$ cat config.mk
export PLATFORM = sky130hd
export DESIGN_NAME = tri_queue
export DESIGN_NICKNAME = d
export VERILOG_FILES = /design/src/rtl/tri_queue.sv
export SDC_FILE = /design/constraint.sdc
export NUM_CORES = 1
export LEC_CHECK = 0
export CAP_MARGIN = 20
export CORE_UTILIZATION = 45
export DETAILED_ROUTE_END_ITERATION = 12
export HOLD_SLACK_MARGIN = 0.15
export MAX_ROUTING_LAYER = met4
export PLACE_DENSITY = 0.79
export SYNTH_ARGS = -nofsm -noshare
export SYNTH_HDL_FRONTEND = slang
export SYNTH_SLANG_ARGS = --single-unit
$ cat constraint.sdc
create_clock -name clk -period 10.1 [get_ports clk]
set_input_delay 1.515 -clock clk [delete_from_list [all_inputs] [get_ports clk]]
set_output_delay 1.515 -clock clk [all_outputs]
set_load 0.05 [all_outputs]
$ cat src/rtl/tri_queue.sv
// Triangle input queue between the triangle source and bounding-box stage.
// Ring buffer with explicit occupancy count; full/empty come from count only.
module tri_queue #(
  parameter int SIGFIG = 24,
  parameter int VERTS  = 3,
  parameter int AXIS   = 3,
  parameter int COLORS = 3,
  parameter int DEPTH  = 4
) (
  input  logic                     clk,
  input  logic                     rst,
  input  logic signed [SIGFIG-1:0] tri_R10S [VERTS][AXIS],
  input  logic        [SIGFIG-1:0] color_R10U [COLORS],
  input  logic                     validTri_R10H,
  output logic                     halt_RnnnnL,
  output logic signed [SIGFIG-1:0] tri_R11S [VERTS][AXIS],
  output logic        [SIGFIG-1:0] color_R11U [COLORS],
  output logic                     validTri_R11H,
  input  logic                     haltBox_RnnnnL,
  output logic [$clog2(DEPTH):0]   count_R11U
);

  localparam int AW = $clog2(DEPTH);
  localparam int CW = AW + 1;
  localparam logic [CW-1:0] FULL = CW'(DEPTH);

  logic signed [SIGFIG-1:0] tri_mem [DEPTH][VERTS][AXIS];
  logic        [SIGFIG-1:0] col_mem [DEPTH][COLORS];

  logic [AW-1:0] wp;
  logic [AW-1:0] rp;
  logic [CW-1:0] count;
  logic          push;
  logic          pop;

  assign halt_RnnnnL   = (count != FULL);
  assign validTri_R11H = (count != '0);
  assign count_R11U    = count;

  assign push = validTri_R10H & halt_RnnnnL;
  assign pop  = validTri_R11H & haltBox_RnnnnL;

  always_ff @(posedge clk or posedge rst) begin
    if (rst) begin
      wp    <= '0;
      rp    <= '0;
      count <= '0;
    end else begin
      if (push) wp <= wp + AW'(1);
      if (pop)  rp <= rp + AW'(1);
      unique case (1'b1)
        (push && !pop): count <= count + CW'(1);
        (pop && !push): count <= count - CW'(1);
        default:        count <= count;
      endcase
    end
  end

  // Storage is deliberately unreset; the output gate hides stale entries.
  always_ff @(posedge clk) begin
    if (push) begin
      tri_mem[wp] <= tri_R10S;
      col_mem[wp] <= color_R10U;
    end
  end

  always_comb begin
    for (int v = 0; v < VERTS; v++) begin
      for (int a = 0; a < AXIS; a++) begin
        tri_R11S[v][a] = validTri_R11H ? tri_mem[rp][v][a] : '0;
      end
    end
    for (int c = 0; c < COLORS; c++) begin
      color_R11U[c] = validTri_R11H ? col_mem[rp][c] : '0;
    end
  end

endmodule
==> implementation parameters, run 1 <==
Parameter                              Value

Outcome
  Status ... completed

GRT
  Wire length of the first global-routing pass ... 137000 µm
  Pin count of the biggest net entering global routing ... 160
  Antenna violations before repair ... 24
  All-Layer GR Usage ... between 10% and 20%
  Overflow after GRT ... 0
  Vias in the first global route ... 21900

Worst setup path
  Cell chain of the critical path ... buf_12 > buf_4 > mux4_2 > and2_1 > clkdlybuf4s50_1
  Data required time of the critical path ... 8.59 ns
  Reg-to-Reg End ... tri_mem[1][77]$_DFFE_PP_
  Critical path launch point type ... flop
  Register-to-Register Setup Slack ... 6.53 ns
  Arrival time at the worst endpoint ... 4.66 ns
  RR Startpoint ... count_R11U[2]$_DFFE_PP0P_
  Worst Setup SP ... rp[0]$_DFFE_PP0P_
  Family of cells with the greatest summed delay on the critical path ... buffers and inverters
  Peak fanout along the critical path ... 96
  CP Depth ... 5
  CP endpoint kind ... output port
  Crit path capture ... tri_R11S[76]
  Delay of the slowest critical-path stage ... around 1.1 ns
  Worst path slowest cell ... dfrtp_4
  Critical setup path kind ... flop to output port
  Bufs and invs on worst path ... 3
  Cell count of the worst reg-to-reg path ... 4

Timing
  Final max-slew violation count ... 0
  Transition at the pin with the smallest max-transition slack ... 1.30 ns
  Final Skew ... 0.0200 ns
  Time the final worst path needs with I/O delays and setup ... 6.18 ns
  Final-report setup violation count ... 0
  Portion of the clock cycle consumed by the worst path in the final layout ... between 60% and 70%
  Summed negative setup slack over all endpoints ... 0 ns
  Highest Clock Rate ... 162 MHz
  RSZ-0062 raised after global routing ... no
  Slew margin rel. ... 13.2%
  Hold slack final ... 0.550 ns
  Final hold violations ... 0

Die
  X dimension of the die ... 314 µm
  Die Y-Extent ... 314 µm
  Die ar. ... about 99000 µm²
  Initial core utilization ... 45.4%
  Number of cell rows ... 114
  Boundary pin count ... 585
  Placeable core region ... around 97000 µm²

Clock tree
  Hold Buf Count CTS ... 0
  Clock slew at the register clock pins of the worst setup and hold paths ... around 0.060 ns
  Number of levels the H-tree was split into ... 3
  CTS tree ... built
  Worst skew pair latency ... 0.69 ns
  Setup bufs post-CTS ... 0
  Clk sink count ... about 1200
  Cell at the root of the clock tree ... clkbuf_16
  Number of clock buffers inserted by TritonCTS ... 113
  PostCTS Resize Cnt ... 0
  CTS max path bufs ... 3

Logic synthesis
  Post-synthesis instance area ... 43800 µm²
  Count of synthesis-stage warnings from yosys ... 0
  Post-synthesis sequential element count ... 1159
  Post-synth top area share ... 79.0%
  Synthesized netlist net count ... between 2000 and 2500
  Cell type with the largest total area after synthesis ... edfxtp_1
  Sequential cell area fraction in the yosys report ... around four fifths
  Synth Area per Inst ... 23.5 µm²
  Unique masters post-synth ... 20
  Synthesized instance count ... 1862
  Ranking of synthesized cells by area ... edfxtp_1 (79%), mux4_2 (15%), and2_1 (4.1%), buf_2 (0.48%), dfrtp_1 (0.40%)

Placement
  HPWL after detailed placement ... between 50000 and 60000 µm
  Final RePlAce weighted congestion ... 0.793
  Count of buffers from port buffering ... 584

Detailed routing
  DR pass1 iterations ... 5
  DRC viols ... 0
  Final antenna-violating net count ... 0
  DRC violation total after the first TritonRoute iteration ... 1718
  Vias after detailed routing ... 20900
  Per-cell routed wire length ... 23.8 µm
  Average via count per standard cell ... 5.38
  WL final ... around 92000 µm

Job
  Count of max-cap constraint violations ... 0

Layout
  Share of the core filled with cells in the final layout ... 56.8%
  Fraction of final layout cells sized beyond drive strength 1 ... 18.7%
  Number of nets in the layout ... 2782
  Number of filler instances in the final layout ... 6823
  Total area of multi-input combinational cells ... 8530 µm²
  Synthesis-to-finish area growth ... 25.2%
  Register Area ... 34800 µm²

Worst hold path
  Worst min-delay path category ... flop to flop
## worst min-delay path by stage
stage | startpoint | end | slack (ns) | depth (start not counted)
finish | count_R11U[2]$_DFFE_PP0P_ | count_R11U[2]$_DFFE_PP0P_ | 0.55 | 1
global route | count_R11U[2]$_DFFE_PP0P_ | count_R11U[2]$_DFFE_PP0P_ | 0.56 | 1
CTS | count_R11U[2]$_DFFE_PP0P_ | count_R11U[2]$_DFFE_PP0P_ | 0.55 | 1
detailed placement | count_R11U[2]$_DFFE_PP0P_ | count_R11U[2]$_DFFE_PP0P_ | 0.54 | 1
global placement | count_R11U[2]$_DFFE_PP0P_ | count_R11U[2]$_DFFE_PP0P_ | 0.50 | 1
floorplan | wp[1]$_DFFE_PP0P_ | wp[1]$_DFFE_PP0P_ | 0.53 | 1
## cells in the final DEF (no fill, tap or decap), types with 2 or more instances in the layout
cell type,Yosys,routed
xor2_1,3,3
mux4_2,288,288
clkinv_1,0,25
clkbuf_1,42,19
clkbuf_16,0,115
and3_4,0,4
clkinv_2,0,21
ha_1,5,5
inv_6,0,5
diode_2,0,25
buf_12,0,9
dfrtp_1,7,5
clkinv_4,0,2
buf_4,1,10
dfrtp_4,0,2
edfxtp_1,1152,1152
clkinvlp_4,0,3
clkinv_8,0,2
xnor2_1,3,3
and2_1,290,290
clkbuf_8,0,3
bufinv_16,0,14
inv_1,7,7
clkdlybuf4s50_1,0,584
## routing by layer
| metal | track usage [%] | vias up | routed length [µm] |
|---|---|---|---|
| li1 | - | 8965 | - |
| met4 | 7.21 | 0 | 2370 |
| met3 | 5.22 | 141 | 7680 |
| met1 | 23.2 | 10900 | 35200 |
| met2 | 30.6 | 833 | 47300 |
| met5 | - | - | 0 |
## stage by stage
stage	area (µm²)	worst slack, ns	cells
2_1_floorplan	43800	1.32	1862
3_3_place_gp	51000	4.60	3645
3_5_place_dp	51000	4.54	3645
4_1_cts	54800	3.81	3855
5_1_grt	54800	3.60	3879
6_report	54800	3.92	3880
## final cells by class
type / count / area share [%]
clock inverters: 73 / 1.38
multi-input cells: 600 / 15.6
inverters: 7 / 0.0479
well taps: 1276 / 2.91
diodes: 25 / 0.114
flip-flops and latches: 1159 / 63.4
clock buffers: 137 / 5.45
repair buffers: 603 / 11.1
## flip-flops by register name, indices dropped and copies added (netlist names)
name        count
tri_mem       864
count_R11U      3
col_mem       288
rp              2
wp              2
## cells in the mapped netlist
cell type     n
and2_1      290
and3_1        4
buf_2        42
buf_4         1
buf_6        11
clkbuf_1     42
dfrtp_1       7
edfxtp_1   1152
fa_1          1
ha_1          5
inv_1         7
mux2_2        1
mux2i_1       1
mux4_2      288
nand3_1       1
nor2_1        1
or3_1         1
or3b_1        1
xnor2_1       3
xor2_1        3
## cell families (layout without fill, tap and decap cells)
group                    count (synthesis)  count (layout)  synth area share (%)
AND/OR/NAND/NOR                        298             298                  4.25
XOR/XNOR                                 6               6                 0.120
flip-flops                            1159            1159                  79.4
multiplexers                           290             290                  14.9
buffers and inverters                  103             820                  1.20
adder cells (fa/ha/maj)                  6               6                 0.189
other                                    0              25                     0
Power of run 1 is left out: the tool's default activity adds up to more than one toggle a clock period on the data nets, which glitch-free logic cannot reach.
==> run 2, diff against run 1 <==
- PLACE_DENSITY: 0.79 -> 0.82
- clock period: 10.1 -> 4.95 ns (I/O delays scaled with it)
==> implementation parameters, run 2 (synthesis results as in run 1) <==
Parameter                              Value

Timing
  Final-report setup violation count ... 0 (unchanged)
  Time the final worst path needs with I/O delays and setup ... 4.40 ns
  Final max-slew violation count ... 0 (unchanged)
  Transition at the pin with the smallest max-transition slack ... 1.03 ns (-0.273 ns)
  Hold slack final ... 0.326 ns (-0.224 ns)
  Portion of the clock cycle consumed by the worst path in the final layout ... 88.8%
  Final Skew ... 0.0296 ns (+0.00958 ns)
  Final hold violations ... 0 (unchanged)
  Highest Clock Rate ... 228 MHz
  Setup WS post-layout ... 0.555 ns (-3.37 ns)
  Slew margin rel. ... 31.4% (+18 points)
  RSZ-0062 raised after global routing ... no

Detailed routing
  Average via count per standard cell ... 5.47 (+1.7%)
  Per-cell routed wire length ... 25.4 µm (+6.4%)
  DRC violation total after the first TritonRoute iteration ... 1587 (-7.6%)
  Final antenna-violating net count ... 0 (unchanged)
  WL final ... 99700 µm (+7.7%)
  DR pass1 iterations ... 5 (unchanged)
  DRC viols ... 0 (unchanged)
  Vias after detailed routing ... 21500 (+3.0%)

Layout
  Top library cells by usage in the layout, fill and taps aside ... edfxtp_1 (1152), clkdlybuf4s50_1 (584), and2_1 (290)
  Number of filler instances in the final layout ... 6722 (-1.5%)
  Leading cell type in the layout, fill and taps excluded ... edfxtp_1
  Number of nets in the layout ... 2842 (+2.2%)
  Fraction of final layout cells sized beyond drive strength 1 ... 20.3% (+1.6 points)
  Max FFs per register ... 864 (unchanged)
  Largest register by flop count ... tri_mem
  Synthesis-to-finish area growth ... 26.2%
  Finished Layout Cells ... 3929 (+1.3%)

Outcome
  Status ... completed

Clock tree
  Hold Buf Count CTS ... 0 (unchanged)
  Clock slew at the register clock pins of the worst setup and hold paths ... 0.07 ns (about the same)
  Number of clock buffers inserted by TritonCTS ... 110 (-2.7%)
  Number of levels the H-tree was split into ... 3 (unchanged)
  Worst skew pair latency ... 0.69 ns (about the same)
  Clk sink count ... 1159 (unchanged)
  Setup bufs post-CTS ... 0 (unchanged)
  Cell at the root of the clock tree ... clkbuf_16
  PostCTS Resize Cnt ... 0 (unchanged)
  CTS tree ... built
  CTS max path bufs ... 3 (unchanged)

Die
  Initial core utilization ... 45.4% (unchanged)
  X dimension of the die ... 314 µm (unchanged)
  Boundary pin count ... 585 (unchanged)
  Number of cell rows ... 114 (unchanged)
  Die Y-Extent ... 314 µm (unchanged)
  Die ar. ... 98600 µm² (unchanged)
  Placeable core region ... 96600 µm² (unchanged)

GRT
  All-Layer GR Usage ... 20.8% (+1.7 points)
  Wire length of the first global-routing pass ... 147000 µm (+7.1%)
  Antenna violations before repair ... 19 (-21%)
  Overflow after GRT ... 0 (unchanged)
  Pin count of the biggest net entering global routing ... 112 (-30%)
  Vias in the first global route ... 22900 (+4.4%)

Worst setup path
  Arrival time at the worst endpoint ... 3.65 ns (-1.01 ns)
  CP endpoint kind ... output port
  Critical path launch point type ... flop
  Worst Setup SP ... rp[0]$_DFFE_PP0P_
  Data required time of the critical path ... 4.21 ns (-4.38 ns)
  Critical setup path kind ... flop to output port
  RR Startpoint ... count_R11U[1]$_DFFE_PP0P_
  Peak fanout along the critical path ... 33 (-66%)

Placement
  Post-Place Worst Slack ... 1.19 ns (-3.35 ns)
  Count of buffers from port buffering ... 584 (unchanged)
  Placed Cells ... 3707 (+1.7%)
  Final RePlAce weighted congestion ... 0.813 (+2.6%)
  HPWL after detailed placement ... 62100 µm (+15%)

Job
  Count of max-cap constraint violations ... 0 (unchanged)

Worst hold path
  Worst min-delay path category ... input port to async pin
## run 2: cell types whose count changed in the layout (fill, tap and decap cells not counted), sizes merged
cell and delta:
clkbuf +2, bufinv -1, buf +63, inv -2, clkinv -6, diode -8, clkinvlp +1
## run 2: cell type report
cell class,count,area [µm²],area share [%]
diodes,17,42.5,0.0769
clock buffers,139,2900,5.25
clock inverters,65,709,1.28
inverters,7,26.3,0.0475
multi-input cells,600,8530,15.4
flip-flops and latches,1159,34800,62.9
well taps,1276,1600,2.89
repair buffers,666,6710,12.1
## run 2: final timing paths
check / endpoint / slack (ns) / cells past startpoint
worst max-delay path: tri_R11S[15] / 0.55 / 4
worst min-delay path: count_R11U[1]$_DFFE_PP0P_ / 0.33 / 2
worst max register to register: count_R11U[2]$_DFFE_PP0P_ / 1.91 / 9
worst min register to register: count_R11U[2]$_DFFE_PP0P_ / 0.52 / 1
max in group asynchronous: rp[0]$_DFFE_PP0P_ / 4.34 / 2
min in group clk: count_R11U[2]$_DFFE_PP0P_ / 0.52 / 1
## run 2: stage by stage
step	setup TNS [ns]	instance area [µm²]	utilization [%]
6_report	0	55300	57.3
5_1_grt	0	55300	57.3
4_1_cts	0	55200	57.2
3_5_place_dp	0	51600	53.5
3_3_place_gp	0	51600	53.5
2_1_floorplan	-363.28	43800	-
## run 2: critical path, cell delays in order, from the launching register on
cell and delay (ns):
dfrtp_4 0.91, buf_4 0.53, mux4_2 0.57, and2_1 0.18, clkdlybuf4s50_1 0.74
## run 2: layer usage
| layer | vias to the layer above | share of wire (%) | global-route usage (%) |
|---|---|---|---|
| met4 | 0 | 2.8 | 6.42 |
| met2 | 888 | 52 | 34.3 |
| met1 | 11400 | 38 | 25.3 |
| met5 | - | 0 | - |
| met3 | 181 | 7.5 | 5.11 |
| li1 | 9071 | - | - |
Power of run 2 is left out for the same reason.
==> run 3, diff against run 2 <==
- CTS_CLUSTER_SIZE: unset -> 16
- DONT_BUFFER_PORTS: unset -> 1
- PLACE_DENSITY: 0.82 -> 0.74
==> implementation parameters, run 3 (synthesis results as in run 1) <==
Parameter                              Value

GRT
  Pin count of the biggest net entering global routing ... 121 (+8.0%)
  Overflow after GRT ... 0 (unchanged)
  Antenna violations before repair ... 14 (-5)
  All-Layer GR Usage ... 19.1% (-1.6 points)
  Vias in the first global route ... 21000 (-8.4%)
  Wire length of the first global-routing pass ... 135000 µm (-8.1%)

Timing
  Highest Clock Rate ... 240 MHz (+5.4%)
  Final Skew ... 0.0171 ns (-0.0125 ns)
  RSZ-0062 raised after global routing ... no
  Time the final worst path needs with I/O delays and setup ... 4.17 ns (-0.226 ns)
  Slew margin rel. ... 39.3% (+7.9 points)
  Final-report setup violation count ... 0 (unchanged)
  Hold slack final ... 0.240 ns (-0.0852 ns)
  Transition at the pin with the smallest max-transition slack ... 0.910 ns (-0.119 ns)
  Final hold violations ... 0 (unchanged)
  Setup WS post-layout ... 0.781 ns (+0.226 ns)
  Final max-slew violation count ... 0 (unchanged)
  Portion of the clock cycle consumed by the worst path in the final layout ... 84.2% (-4.6 points)

Clock tree
  PostCTS Resize Cnt ... 0 (unchanged)
  CTS max path bufs ... 3 (unchanged)
  Number of clock buffers inserted by TritonCTS ... 108 (-1.8%)
  Clk sink count ... 1159 (unchanged)
  Worst skew pair latency ... 0.68 ns (about the same)
  Cell at the root of the clock tree ... clkbuf_16
  CTS tree ... built
  Number of levels the H-tree was split into ... 3 (unchanged)
  Clock slew at the register clock pins of the worst setup and hold paths ... 0.06 ns (about the same)

Layout
  Total non-filler cell area in the finished layout ... 52000 µm² (-6.0%)
  Number of nets in the layout ... 2530 (-11%)
  Max FFs per register ... 864 (unchanged)
  Fraction of final layout cells sized beyond drive strength 1 ... 21.9% (+1.6 points)
  Number of filler instances in the final layout ... 6982 (+3.9%)
  Synthesis-to-finish area growth ... 18.7%
  Largest register by flop count ... tri_mem
  Top library cells by usage in the layout, fill and taps aside ... edfxtp_1 (1152), and2_1 (290), dlygate4sd3_1 (289)
  Leading cell type in the layout, fill and taps excluded ... edfxtp_1

Worst setup path
  Critical setup path kind ... flop to output port
  Critical path launch point type ... flop
  Arrival time at the worst endpoint ... 3.43 ns (-0.22 ns)
  Delay of the slowest critical-path stage ... 0.80 ns (-0.11 ns)
  CP endpoint kind ... output port
  Worst path slowest cell ... or3_4
  Peak fanout along the critical path ... 120 (+260%)
  Data required time of the critical path ... 4.21 ns (about the same)
  Cell chain of the critical path ... or3_4 > buf_12 > and2_1

Die
  Number of cell rows ... 114 (unchanged)
  Die ar. ... 98600 µm² (unchanged)
  Initial core utilization ... 45.4% (unchanged)
  Boundary pin count ... 585 (unchanged)
  Die Y-Extent ... 314 µm (unchanged)
  Placeable core region ... 96600 µm² (unchanged)
  X dimension of the die ... 314 µm (unchanged)

Detailed routing
  DRC violation total after the first TritonRoute iteration ... 1729 (+8.9%)
  DR pass1 iterations ... 5 (unchanged)
  Vias after detailed routing ... 20000 (-7.0%)
  WL final ... 92800 µm (-6.9%)
  Final antenna-violating net count ... 0 (unchanged)
  DRC viols ... 0 (unchanged)
  Average via count per standard cell ... 5.54 (+1.3%)
  Per-cell routed wire length ... 25.7 µm (+1.4%)

Placement
  Post-Place Worst Slack ... 1.55 ns (+0.354 ns)
  Final RePlAce weighted congestion ... 0.800 (-1.6%)
  Count of buffers from port buffering ... 0 (-100%)
  Post-place instance area ... 45700 µm² (-11%)
  HPWL after detailed placement ... 56700 µm (-8.6%)

Job
  Count of max-cap constraint violations ... 0 (unchanged)

Outcome
  Status ... completed

Worst hold path
  Worst min-delay path category ... input port to flop
## run 3: cell types whose count changed in the layout (fill, tap and decap cells not counted), moves of 2 or more
cell	previous run	this run
buf_4	62	46
dlygate4sd3_1	0	289
diode_2	17	14
bufinv_16	13	6
clkinv_4	4	0
clkbuf_8	2	4
clkdlybuf4s50_1	584	0
clkbuf_1	26	29
## run 3: metrics by stage
stage,std cells,utilization (%),setup TNS (ns)
2_1_floorplan,1862,-,-363.28
3_3_place_gp,3109,47.3,0
3_5_place_dp,3109,47.3,0
4_1_cts,3594,53.8,0
5_1_grt,3607,53.8,0
6_report,3608,53.8,0
## run 3: worst max-delay path, delay by kind of cell, from the launching register on
family / cells / cell delay [ns]
buffers and inverters: 1 / 0.37
AND/OR/NAND/NOR: 2 / 1.35
flip-flops: 1 / 0.74
## run 3: layout make-up
type                       count  area (µm²)  share of cell area (%)
inverter                       7        26.3                  0.0506
antenna                       14        35.0                  0.0674
clock inverter                53         438                   0.843
multi-input combinational    600        8530                    16.4
sequential                  1159       34800                    66.9
timing repair buffer         356        3660                    7.04
tap                         1276        1600                    3.07
clock buffer                 143        2920                    5.61
## run 3: path summary, 6_finish.rpt
check,slack [ns],startpoint,to,depth (start not counted)
max in group asynchronous,4.19,rst,rp[0]$_DFFE_PP0P_,2
min in group asynchronous,0.47,rst,count_R11U[0]$_DFFE_PP0P_,2
max,0.78,count_R11U[0]$_DFFE_PP0P_,tri_R11S[191],3
min reg2reg,0.58,wp[1]$_DFFE_PP0P_,wp[1]$_DFFE_PP0P_,1
max reg2reg,1.67,count_R11U[0]$_DFFE_PP0P_,tri_mem[0][53]$_DFFE_PP_,3
min,0.24,haltBox_RnnnnL,rp[1]$_DFFE_PP0P_,2
## run 3: routing by layer
metal  part of all wire (%)  global-route usage [%]  vias up
met5                      0                       -        -
met4                    2.7                    6.13        0
met3                    7.4                    4.85      165
met2                     53                    31.9      848
met1                     37                    22.8    10600
li1                       -                       -     8418
## run 3: repair_timing
item / in CTS / in global routing
endpoints found under the hold margin: 1159 / 0
endpoints found under the setup margin: 0 / 0
hold buffers: 289 / 0
buffers inserted: 0 / 0
Power of run 3 is left out for the same reason.
